===== src/rtl/intrapred_pkg.sv =====
// Shared definitions for the intra prediction mode decider.
//   mode_e  : H.264-style 4x4 intra prediction mode indices
//   state_e : decider FSM states
//   sad_w() : width of a full-block SAD accumulator
package intrapred_pkg;

   typedef enum logic [3:0] {
      MODE_V   = 4'd0,
      MODE_H   = 4'd1,
      MODE_DC  = 4'd2,
      MODE_DDL = 4'd3,
      MODE_DDR = 4'd4,
      MODE_VR  = 4'd5,
      MODE_HD  = 4'd6,
      MODE_VL  = 4'd7,
      MODE_HU  = 4'd8
   } mode_e;

   typedef enum logic [1:0] {
      ST_ACCUM  = 2'd0,
      ST_DECIDE = 2'd1,
      ST_HOLD   = 2'd2
   } state_e;

   // BLK_W*BLK_W pixels of at most 2^PIX_BITS-1 each: the sum fits in
   // PIX_BITS + 2*log2(BLK_W) bits.
   function automatic int sad_w(input int pix_bits, input int blk_w);
      return pix_bits + 2 * $clog2(blk_w);
   endfunction

endpackage


===== src/rtl/intrapred_mode_decider_sad_row.sv =====
// sad_row: sum of absolute differences between one row of original pixels
// and the same row as predicted by one mode.
//   orig    : BLK_W pixels, pixel 0 in the LSBs
//   pred    : BLK_W predicted pixels, same layout
//   row_sad : sum over the row of |orig - pred|
module sad_row #(
   parameter int BLK_W    = 4,
   parameter int PIX_BITS = 8,
   localparam int ROW_W   = PIX_BITS + $clog2(BLK_W)
) (
   input  logic [BLK_W*PIX_BITS-1:0] orig,
   input  logic [BLK_W*PIX_BITS-1:0] pred,
   output logic [ROW_W-1:0]          row_sad
);

   logic [PIX_BITS-1:0] a;
   logic [PIX_BITS-1:0] b;

   always_comb begin
      row_sad = '0;
      a       = '0;
      b       = '0;
      for (int i = 0; i < BLK_W; i++) begin
         a       = orig[i*PIX_BITS +: PIX_BITS];
         b       = pred[i*PIX_BITS +: PIX_BITS];
         row_sad = row_sad + ROW_W'((a > b) ? (a - b) : (b - a));
      end
   end

endmodule


===== src/rtl/intrapred_mode_decider.sv =====
// intrapred_mode_decider: accumulates per-mode SAD over one BLK_W x BLK_W
// block delivered a row per beat, then picks the cheapest enabled mode.
//
// Handshake: a beat/decision transfers on the rising clk edge where
// valid && ready; valid and its payload stay put until that edge.
//
// Ports:
//   clk, reset            clock, asynchronous active-low reset
//   in_valid/in_ready     row beat handshake (ready only in ACCUM)
//   in_orig, in_pred      one original row, same row for every mode
//   in_last               final-row marker (checked against row counter)
//   mode_mask             enabled modes, sampled on the first beat
//   out_valid/out_ready   decision handshake
//   out_mode, out_sad     winning mode and its cost
//   out_none              no mode was enabled
//   err_framing           sticky: in_last disagreed with the row counter
//   dbg_state             current FSM state (state_e encoding)
//   mode_bias             only with INTRAPRED_MODE_BIAS_EN: per-mode cost
//                         offset, sampled with mode_mask, added saturating
module intrapred_mode_decider
   import intrapred_pkg::*;
#(
   parameter int BLK_W     = 4,
   parameter int NUM_MODES = 9,
   parameter int PIX_BITS  = 8
) (
   input  logic                                  clk,
   input  logic                                  reset,
   input  logic                                  in_valid,
   output logic                                  in_ready,
   input  logic [BLK_W*PIX_BITS-1:0]             in_orig,
   input  logic [NUM_MODES*BLK_W*PIX_BITS-1:0]   in_pred,
   input  logic                                  in_last,
   input  logic [NUM_MODES-1:0]                  mode_mask,
   output logic                                  out_valid,
   input  logic                                  out_ready,
   output logic [3:0]                            out_mode,
   output logic [PIX_BITS+2*$clog2(BLK_W)-1:0]   out_sad,
   output logic                                  out_none,
   output logic                                  err_framing,
   output logic [1:0]                            dbg_state
`ifdef INTRAPRED_MODE_BIAS_EN
   ,
   input  logic [NUM_MODES*(PIX_BITS+2*$clog2(BLK_W))-1:0] mode_bias
`endif
);

   localparam int SAD_W = sad_w(PIX_BITS, BLK_W);
   localparam int ROW_W = PIX_BITS + $clog2(BLK_W);
   localparam int CNT_W = $clog2(BLK_W);
   localparam logic [CNT_W-1:0] LAST_ROW  = CNT_W'(BLK_W - 1);
   localparam logic [3:0]       LAST_MODE = 4'(NUM_MODES - 1);
   localparam logic [SAD_W-1:0] SAD_MAX   = '1;

   state_e               state;
   state_e               state_nxt;
   logic [CNT_W-1:0]     row_cnt;
   logic [3:0]           idx;
   logic [NUM_MODES-1:0] mask_q;
   logic [SAD_W-1:0]     acc     [NUM_MODES];
   logic [ROW_W-1:0]     row_sad [NUM_MODES];
   logic [SAD_W-1:0]     best_sad;
   logic [3:0]           best_mode;
   logic                 found;
   logic [SAD_W-1:0]     cost;
   logic                 accept;
   logic                 first_row;
   logic                 last_row;

   assign accept    = in_valid && in_ready;
   assign first_row = (row_cnt == '0);
   assign last_row  = (row_cnt == LAST_ROW);

   for (genvar m = 0; m < NUM_MODES; m++) begin : g_row
      sad_row #(
         .BLK_W    (BLK_W),
         .PIX_BITS (PIX_BITS)
      ) u_sad_row (
         .orig    (in_orig),
         .pred    (in_pred[m*BLK_W*PIX_BITS +: BLK_W*PIX_BITS]),
         .row_sad (row_sad[m])
      );
   end

   // Cost of the mode under examination in DECIDE.
`ifdef INTRAPRED_MODE_BIAS_EN
   logic [NUM_MODES*SAD_W-1:0] bias_q;
   logic [SAD_W:0]             biased;

   always_ff @(posedge clk or negedge reset) begin
      if (!reset) begin
         bias_q <= '0;
      end else if (accept && first_row) begin
         bias_q <= mode_bias;
      end
   end

   always_comb begin
      biased = {1'b0, acc[idx]} + {1'b0, bias_q[idx*SAD_W +: SAD_W]};
      cost   = biased[SAD_W] ? SAD_MAX : biased[SAD_W-1:0];
   end
`else
   assign cost = acc[idx];
`endif

   // FSM: state register
   always_ff @(posedge clk or negedge reset) begin
      if (!reset) begin
         state <= ST_ACCUM;
      end else begin
         state <= state_nxt;
      end
   end

   // FSM: next state. The block ends on the row counter, never on in_last.
   always_comb begin
      state_nxt = state;
      case (state)
         ST_ACCUM:  if (accept && last_row) state_nxt = ST_DECIDE;
         ST_DECIDE: if (idx == LAST_MODE)   state_nxt = ST_HOLD;
         ST_HOLD:   if (out_ready)          state_nxt = ST_ACCUM;
         default:   state_nxt = ST_ACCUM;
      endcase
   end

   // FSM: outputs
   always_comb begin
      in_ready  = (state == ST_ACCUM);
      out_valid = (state == ST_HOLD);
      out_none  = (state == ST_HOLD) && !found;
   end

   assign out_mode  = best_mode;
   assign out_sad   = best_sad;
   assign dbg_state = state;

   // Per-mode accumulators: the first row of a block loads, later rows add.
   always_ff @(posedge clk or negedge reset) begin
      if (!reset) begin
         for (int m = 0; m < NUM_MODES; m++) acc[m] <= '0;
      end else if (accept) begin
         for (int m = 0; m < NUM_MODES; m++) begin
            acc[m] <= first_row ? SAD_W'(row_sad[m]) : acc[m] + SAD_W'(row_sad[m]);
         end
      end
   end

   // Row counting, framing check and the sequential minimum search.
   // The search starts from "nothing found, cost all ones, mode 0", which is
   // exactly the answer reported when every mode is masked.
   always_ff @(posedge clk or negedge reset) begin
      if (!reset) begin
         row_cnt     <= '0;
         mask_q      <= '0;
         err_framing <= 1'b0;
         idx         <= '0;
         best_sad    <= '0;
         best_mode   <= '0;
         found       <= 1'b0;
      end else begin
         if (accept) begin
            row_cnt <= last_row ? '0 : row_cnt + CNT_W'(1);
            if (first_row) mask_q <= mode_mask;
            if (in_last != last_row) err_framing <= 1'b1;
            if (last_row) begin
               best_sad  <= SAD_MAX;
               best_mode <= '0;
               found     <= 1'b0;
            end
         end
         if (state == ST_DECIDE) begin
            idx <= (idx == LAST_MODE) ? '0 : idx + 4'd1;
            // Strictly smaller wins, so ties keep the lower index.
            if (mask_q[idx] && (!found || cost < best_sad)) begin
               best_sad  <= cost;
               best_mode <= idx;
               found     <= 1'b1;
            end
         end
      end
   end

endmodule


===== config.mk =====
export PLATFORM = sky130hd
export DESIGN_NAME = intrapred_mode_decider
export DESIGN_NICKNAME = d
export VERILOG_FILES = /design/src/rtl/intrapred_pkg.sv /design/src/rtl/intrapred_mode_decider_sad_row.sv /design/src/rtl/intrapred_mode_decider.sv
export SDC_FILE = /design/constraint.sdc
export NUM_CORES = 2
export LEC_CHECK = 0
export CORE_MARGIN = 2
export CORE_UTILIZATION = 55
export CTS_CLUSTER_DIAMETER = 30
export DETAILED_ROUTE_END_ITERATION = 7
export DONT_BUFFER_PORTS = 1
export PLACE_DENSITY = 0.73
export SYNTH_ARGS = -nofsm -noshare
export SYNTH_HDL_FRONTEND = slang
export SYNTH_SLANG_ARGS = --single-unit

===== constraint.sdc =====
create_clock -name clk -period 3.6 [get_ports clk]
set_input_delay 0.36 -clock clk [delete_from_list [all_inputs] [get_ports clk]]
set_output_delay 0.36 -clock clk [all_outputs]
set_load 0.01 [all_outputs]

## After elaboration in Yosys (flattened, before gate mapping)

Cells that the tools add are included.

- $add $sub $neg: 110
- Magnitude comparators: 39
- Equality and inequality tests: 8
- Multiplexer cells: 68
- Bitwise operators: 1
- Reduce and logical (&&, ||, !) cells: 11

Operators by type and width:

| cell | count |
|---|---|
| 8-bit by 8-bit subtractor with 9-bit output | 72 |
| 10-bit 2-to-1 mux | 36 |
| 8-bit greater-than comparator | 36 |
| 10-bit adder | 27 |
| 12-bit 2-to-1 mux | 15 |
| 12-bit by 10-bit adder with 12-bit output | 9 |
| 12-bit binary-select mux with 4-bit select | 1 |
| 4-bit 2-to-1 mux | 5 |
| 12-bit < comparator | 1 |
| 2-bit 2-to-1 mux | 4 |
| 2-bit one-hot mux with 3 select lines | 1 |
| 5-bit greater-or-equal comparator (second input constant) | 1 |
| 4-bit by 5-bit < comparator with 1-bit output (second input constant) | 1 |
| 1-bit 2-to-1 mux | 5 |
| 4-bit inverter with 5-bit output | 1 |
| 4-bit by 1-bit adder with 4-bit output (second input constant) | 1 |
| 1-bit binary-select mux with 4-bit select | 1 |
| 2-bit == test (second input constant) | 2 |
| 4-bit == test (second input constant) | 1 |
| 1-bit logical AND | 4 |
| 2-bit logical NOT | 2 |
| 2-bit by 1-bit inequality test with 1-bit output (second input constant) | 2 |
| 2-bit AND reduction | 2 |
| 3-bit AND reduction | 1 |
| other kinds (6) | 6 |

- Bits in registers: 143
- Bits of input ports: 334
- Output and inout bits: 22
- Word-level logic and storage cells: 254

## Depth between registers and ports, before layout

- Depth after elaboration: 9
- Mapped depth: 32
- Depth with buffers taken out: 30

## By module

Synthesis repeated with hierarchy kept, for this count alone.

- Cell total of the unflattened synthesis: 5527
- Area total of the unflattened synthesis: 44044.7 um^2

Modules (own cells, without submodules):

| module | instances | cells each | area each (um^2) | seq. area each (um^2) |
|---|---|---|---|---|
| intrapred_mode_decider | 1 | 1246 | 11428.5 | 3578.4 |
| sad_row (g_row[6].u_sad_row) | 1 | 486 | 3754.9 | 0.0 |
| sad_row (g_row[0].u_sad_row) | 1 | 504 | 3734.8 | 0.0 |
| sad_row (g_row[3].u_sad_row) | 1 | 484 | 3688.5 | 0.0 |
| sad_row (g_row[4].u_sad_row) | 1 | 487 | 3667.3 | 0.0 |
| sad_row (g_row[2].u_sad_row) | 1 | 475 | 3634.7 | 0.0 |
| sad_row (g_row[1].u_sad_row) | 1 | 472 | 3584.7 | 0.0 |
| sad_row (g_row[5].u_sad_row) | 1 | 466 | 3563.4 | 0.0 |
| sad_row (g_row[7].u_sad_row) | 1 | 454 | 3504.6 | 0.0 |
| sad_row (g_row[8].u_sad_row) | 1 | 453 | 3483.3 | 0.0 |

## Worst setup path before layout

Ideal clock, no wire load.

- Kind: input -> register
- Start point: in in_orig[9]
- End point: reg acc[93] (netlist name)
- Setup time: 0.118 ns
- Data arrival time: 6.455 ns
- Required time: 3.482 ns
- Path slack: -2.973 ns
- Stages: 25
- Path buffers: 1
- Cell sequence: inv_1 > ha_1 > nor2b_1 > o21ai_0 > a21boi_1 > o211a_1 > o21a_1 > o22ai_2 > buf_2 > mux2_2 > fa_1 > fa_1 > ha_1 > fa_1 > a21o_1 > a21oi_1 > nor2b_1 > o21a_1 > o41ai_1 > xnor2_1 > xnor2_1 > ha_1 > xor2_1 > a22o_1 > a21o_1

- Cells in the longest elaborated chain, start to end: 7
- Elaborated cells between the ends (all ways): 9
- Classes of those cells: add/sub: 6; order compare: 1; mux: 2

Ends and longest elaborated chain:

| element | line | source |
|---|---|---|
| start, declared | intrapred_mode_decider.sv:31 | `input logic [BLK_W*PIX_BITS-1:0] in_orig,` |
| 8-bit by 8-bit subtractor with 9-bit output / 8-bit greater-than comparator (equally long branches) | intrapred_mode_decider_sad_row.sv:26 | `row_sad = row_sad + ROW_W'((a > b) ? (a - b) : (b - a));` |
| 10-bit 2-to-1 mux * | intrapred_mode_decider_sad_row.sv:26 |  |
| 10-bit adder * (3 in a row) | intrapred_mode_decider_sad_row.sv:26 |  |
| 12-bit by 10-bit adder with 12-bit output | intrapred_mode_decider.sv:143 | `acc[m] <= first_row ? SAD_W'(row_sad[m]) : acc[m] + SAD_W'(row_sad[m]);` |
| 12-bit 2-to-1 mux * | intrapred_mode_decider.sv:143 |  |
| end signal, assigned by index | intrapred_mode_decider.sv:143 |  |
| end, declared | intrapred_mode_decider.sv:60 | `logic [SAD_W-1:0] acc [NUM_MODES];` |

Every way passes the cells marked *; elsewhere a longest branch is shown, timed or not.
A chain may end at the register's enable or synchronous reset.

## Final worst setup path

- Start point: in in_orig[17]
- End point: reg acc[35] (netlist name)

- Cells in the longest elaborated chain, start to end: 6
- Elaborated cells between the ends (all ways): 8
- Classes of those cells: add/sub: 5; order compare: 1; mux: 2

Ends and longest elaborated chain:

| element | line |
|---|---|
| 8-bit by 8-bit subtractor with 9-bit output / 8-bit greater-than comparator (equally long branches) | intrapred_mode_decider_sad_row.sv:26 |
| 10-bit 2-to-1 mux * | intrapred_mode_decider_sad_row.sv:26 |
| 10-bit adder * (2 in a row) | intrapred_mode_decider_sad_row.sv:26 |
| 12-bit by 10-bit adder with 12-bit output * | intrapred_mode_decider.sv:143 |
| 12-bit 2-to-1 mux * | intrapred_mode_decider.sv:143 |

Marks and branches as above.

==> implementation parameters <==
Parameter                              Value

Floorplanning
  Number of placement rows    100
  Boundary pin count    roughly 360
  Die ar.    77600 um2
  Die X    between 200 and 300 um
  Initial Util    a little under three fifths
  Core box area    between 70000 and 80000 um2
  Die Ht    279 um

Global routing
  Pin count of the biggest net entering global routing    roughly 140
  Global router's overall resource usage    roughly two fifths
  GRT overflow    0
  Number of global-route vias before repair    approximately 43k
  First-pass GRT wire length    between 200 and 250 mm
  Initial antenna violation count    5

Logic synthesis
  Seq/Total Area, Yosys    approximately 8.6%
  Commonest register cell after synthesis    sky130_fd_sc_hd__dfrtp_1
  Synth Cell Area    between 40000 and 50000 um2
  Average cell area after synthesis    8.26 um2
  Top-area cell type share of the netlist area    roughly a quarter
  Post-synthesis cell count    around 5.0k
  Share of flip-flops with an asynchronous set or reset    100%
  Post-synthesis cell type with the largest combined area    sky130_fd_sc_hd__ha_1
  Count of flip-flops with a built-in enable after synthesis    0
  Count of different cell masters after synthesis    86
  Yosys warns    0
  Number of synthesized register bits    143
  Cell types with the largest area share after synthesis    sky130_fd_sc_hd__ha_1 (24%), sky130_fd_sc_hd__fa_1 (12%), sky130_fd_sc_hd__dfrtp_1 (8.6%), sky130_fd_sc_hd__inv_1 (6.6%), sky130_fd_sc_hd__xnor2_1 (5.8%)
  Synth Net Count    about 6.4k

Placement
  HPWL reported at the end of detailed placement    between 100 and 150 mm
  Count of port buffers added during placement    0
  Routability congestion estimate    about 1.0

Route
  Number of vias per cell    about 6.2
  Starting DRC count in detailed routing    4789
  Residual antenna-violating net count after detailed routing    0
  Total via count in the routed design    45.8k
  Average routed wire per standard cell    25.1 um
  Drt total wl    approximately 190 mm
  Post-route DRC    0
  DRT Pass-1 Iters    8

Final layout
  NumNets Final    between 7k and 8k
  Ratio of cells with drive above 1 in the final layout    38.9%
  FF/Latch Area    ~3600 um2
  Area growth syn-to-layout    47.8%
  Number of filler instances in the final layout    roughly 4.3k
  Multi-input gate area in the final layout    about 40000 um2

Setup path
  Crit path kind    in -> reg
  Worst Setup SP    in_orig[17]
  CP endpoint kind    flop
  Crit path largest cell delay    approximately 560 ps
  Startpoint of the most critical register-to-register path    idx[0]$_DFFE_PN0N_
  Startpoint type of the worst setup path    input pin
  Crit path max fanout    19
  Max stage delay cell, worst path    sky130_fd_sc_hd__fa_1
  Arrival time at the worst endpoint    6580 ps
  Endpoint required time on the critical path    between 3000 and 4000 ps
  Worst reg2reg setup slack    -210 ps

CTS
  Clk_lat worst skew    440 ps
  Htree depth    4
  Library cell used as clock root buffer    sky130_fd_sc_hd__clkbuf_16
  Clock slew seen by the registers of the worst setup and hold paths    approximately 60 ps
  Number of clock sinks    ~140
  Clock tree buffer depth    2
  CTS tree    yes
  TritonCTS Buffers    17

Timing
  Final worst-path cycle share    174%
  Worst Clk Skew    roughly 12 ps
  Minimum clock period    between 6000 and 7000 ps
  RSZ-0062 raised after global routing    yes
  Setup violations, final    around 120
  Final number of hold-violating endpoints    about 140
  Minimum hold slack    -387 ps
  Setup TNS    -191110 ps
  Slew Viols, Final    0
  Worst slew pin tran    around 910 ps
  Crit path setup slack, layout    -2670 ps
  Maximum clock frequency    between 0.15 and 0.2 GHz
  Max-slew headroom    between 30 and 40%

Run status
  Outcome    finished with violations
  Violated checks    negative hold slack, negative setup slack

Flow run
  Max capacitance violation total    0

Worst hold path
  Worst min-delay path class    in -> async
## Yosys cell counts, types with 27 or more instances
cell type,number
sky130_fd_sc_hd__nor2_1,388
sky130_fd_sc_hd__a211oi_1,31
sky130_fd_sc_hd__a21oi_1,431
sky130_fd_sc_hd__o211ai_1,27
sky130_fd_sc_hd__nor2b_1,57
sky130_fd_sc_hd__o21ai_0,185
sky130_fd_sc_hd__xnor2_1,273
sky130_fd_sc_hd__nand4_1,50
sky130_fd_sc_hd__fa_1,243
sky130_fd_sc_hd__clkbuf_1,74
sky130_fd_sc_hd__mux2i_1,190
sky130_fd_sc_hd__o21bai_1,61
sky130_fd_sc_hd__o21a_1,42
sky130_fd_sc_hd__nand3_1,56
sky130_fd_sc_hd__buf_2,33
sky130_fd_sc_hd__mux2_2,128
sky130_fd_sc_hd__nand2_1,275
sky130_fd_sc_hd__xor2_1,109
sky130_fd_sc_hd__nor3_1,94
sky130_fd_sc_hd__dfrtp_1,143
sky130_fd_sc_hd__nand2b_1,29
sky130_fd_sc_hd__a21o_1,180
sky130_fd_sc_hd__ha_1,780
sky130_fd_sc_hd__o21ai_1,61
sky130_fd_sc_hd__inv_1,726
## cell families (layout without fill, tap and decap cells)
group | count (synthesis) | in the layout | synth area share, %
other cells | 0 | 8 | 0
buf+inv | 849 | 2212 | 7.84
fa+ha+maj | 1023 | 1023 | 35.3
flops | 143 | 143 | 8.63
mux | 349 | 349 | 9.62
simple gates | 1015 | 1015 | 10.9
compound gates | 1259 | 1259 | 19.7
xor+xnor | 382 | 382 | 8.07
## critical path, delay by kind of cell
| family | cells | cell delay, ps |
|---|---|---|
| buffers and inverters | 7 | 750 |
| xor gates and xnor gates | 3 | 630 |
| and+or+nand+nor | 5 | 530 |
| muxes | 1 | 360 |
| adders and majority gates | 5 | 1710 |
| AOI/OAI and AO/OA | 12 | 2230 |
## area by class of cell
class / count / area share [%]
timing repair buffer: 1454 / 19.4
tap: 969 / 1.98
clock inverter: 13 / 0.265
multi-input combinational: 4028 / 67.3
antenna: 8 / 0.0327
clock buffer: 19 / 0.707
inverter: 726 / 4.52
sequential: 143 / 5.84
## metrics by stage
stage / instances / cell area [um2] / utilization, % / setup slack, ps / hold WS [ps]
2_1_floorplan: 5020 / 42200 / - / -2720 / 64.4
3_3_place_gp: 7153 / 52900 / 70.9 / -2900 / 67.2
3_5_place_dp: 7153 / 52900 / 70.9 / -3010 / 67.8
4_1_cts: 7263 / 57200 / 76.7 / -2260 / -390
5_1_grt: 7352 / 61300 / 82.1 / -2750 / -385
6_report: 7360 / 61300 / 82.2 / -2670 / -387
## sequential cells by signal, summed over array words and instances (netlist names)
name	flops
acc	108
out_sad	12
mask_q	9
idx	4
out_mode	4
dbg_state	2
row_cnt	2
err_framing	1
found	1
## per-layer routing
layer / wire length, um / track usage, % / vias up
li1: - / - / 20000
met2: 81000 / 64.4 / 3005
met5: 24 / 0 / -
met1: 68800 / 51.8 / 21900
met3: 20500 / 9.13 / 949
met4: 14700 / 19.2 / 4
## layout by cell type (no fill, tap or decap), types with 28 or more instances in the layout
master / netlist / final
sky130_fd_sc_hd__nand2_1: 275 / 262
sky130_fd_sc_hd__buf_12: 0 / 39
sky130_fd_sc_hd__fa_2: 0 / 36
sky130_fd_sc_hd__xor2_1: 109 / 87
sky130_fd_sc_hd__xnor2_2: 0 / 87
sky130_fd_sc_hd__o21ai_0: 185 / 93
sky130_fd_sc_hd__xnor2_4: 0 / 30
sky130_fd_sc_hd__a21oi_4: 0 / 32
sky130_fd_sc_hd__mux2i_1: 190 / 140
sky130_fd_sc_hd__a21oi_1: 431 / 330
sky130_fd_sc_hd__o21bai_1: 61 / 54
sky130_fd_sc_hd__a21oi_2: 4 / 73
sky130_fd_sc_hd__mux2_4: 1 / 33
sky130_fd_sc_hd__o21a_1: 42 / 39
sky130_fd_sc_hd__nor2b_1: 57 / 36
sky130_fd_sc_hd__nor2_2: 0 / 29
sky130_fd_sc_hd__nand3_1: 56 / 40
sky130_fd_sc_hd__xnor2_1: 273 / 156
sky130_fd_sc_hd__inv_1: 726 / 666
sky130_fd_sc_hd__nand2b_1: 29 / 28
sky130_fd_sc_hd__buf_6: 2 / 112
sky130_fd_sc_hd__inv_2: 0 / 46
sky130_fd_sc_hd__dfrtp_1: 143 / 142
sky130_fd_sc_hd__ha_4: 0 / 168
sky130_fd_sc_hd__buf_4: 2 / 1299
sky130_fd_sc_hd__o21ai_1: 61 / 119
sky130_fd_sc_hd__nor2_1: 388 / 348
sky130_fd_sc_hd__nand4_1: 50 / 50
sky130_fd_sc_hd__a21o_1: 180 / 180
sky130_fd_sc_hd__mux2_2: 128 / 97
sky130_fd_sc_hd__nor3_1: 94 / 66
sky130_fd_sc_hd__fa_1: 243 / 207
sky130_fd_sc_hd__ha_1: 780 / 603
## path summary, 6_finish.rpt
check                                           end  cells past startpoint
setup / recovery                acc[35]$_DFFE_PN0P_                     33
hold / removal                 acc[103]$_DFFE_PN0P_                      0
setup reg to reg              out_mode[1]$_DFF_PN0_                     14
hold reg to reg               mask_q[6]$_DFFE_PN0P_                      1
max in group asynchronous       acc[50]$_DFFE_PN0P_                      0
min in group clk           dbg_state[1]$_DFFE_PN0P_                      1
## what timing repair did
action | 4_1_cts | 5_1_grt
setup buffers | 82 | 112
gates resized for setup | 533 | 598
hold endpoints to repair | 143 | 143
gates cloned | 1 | 0
setup endpoints to repair | 99 | 100
pin swaps | 288 | 412
Power is left out: the tool's default activity adds up to more than one toggle a clock period on the data nets, which glitch-free logic cannot reach.
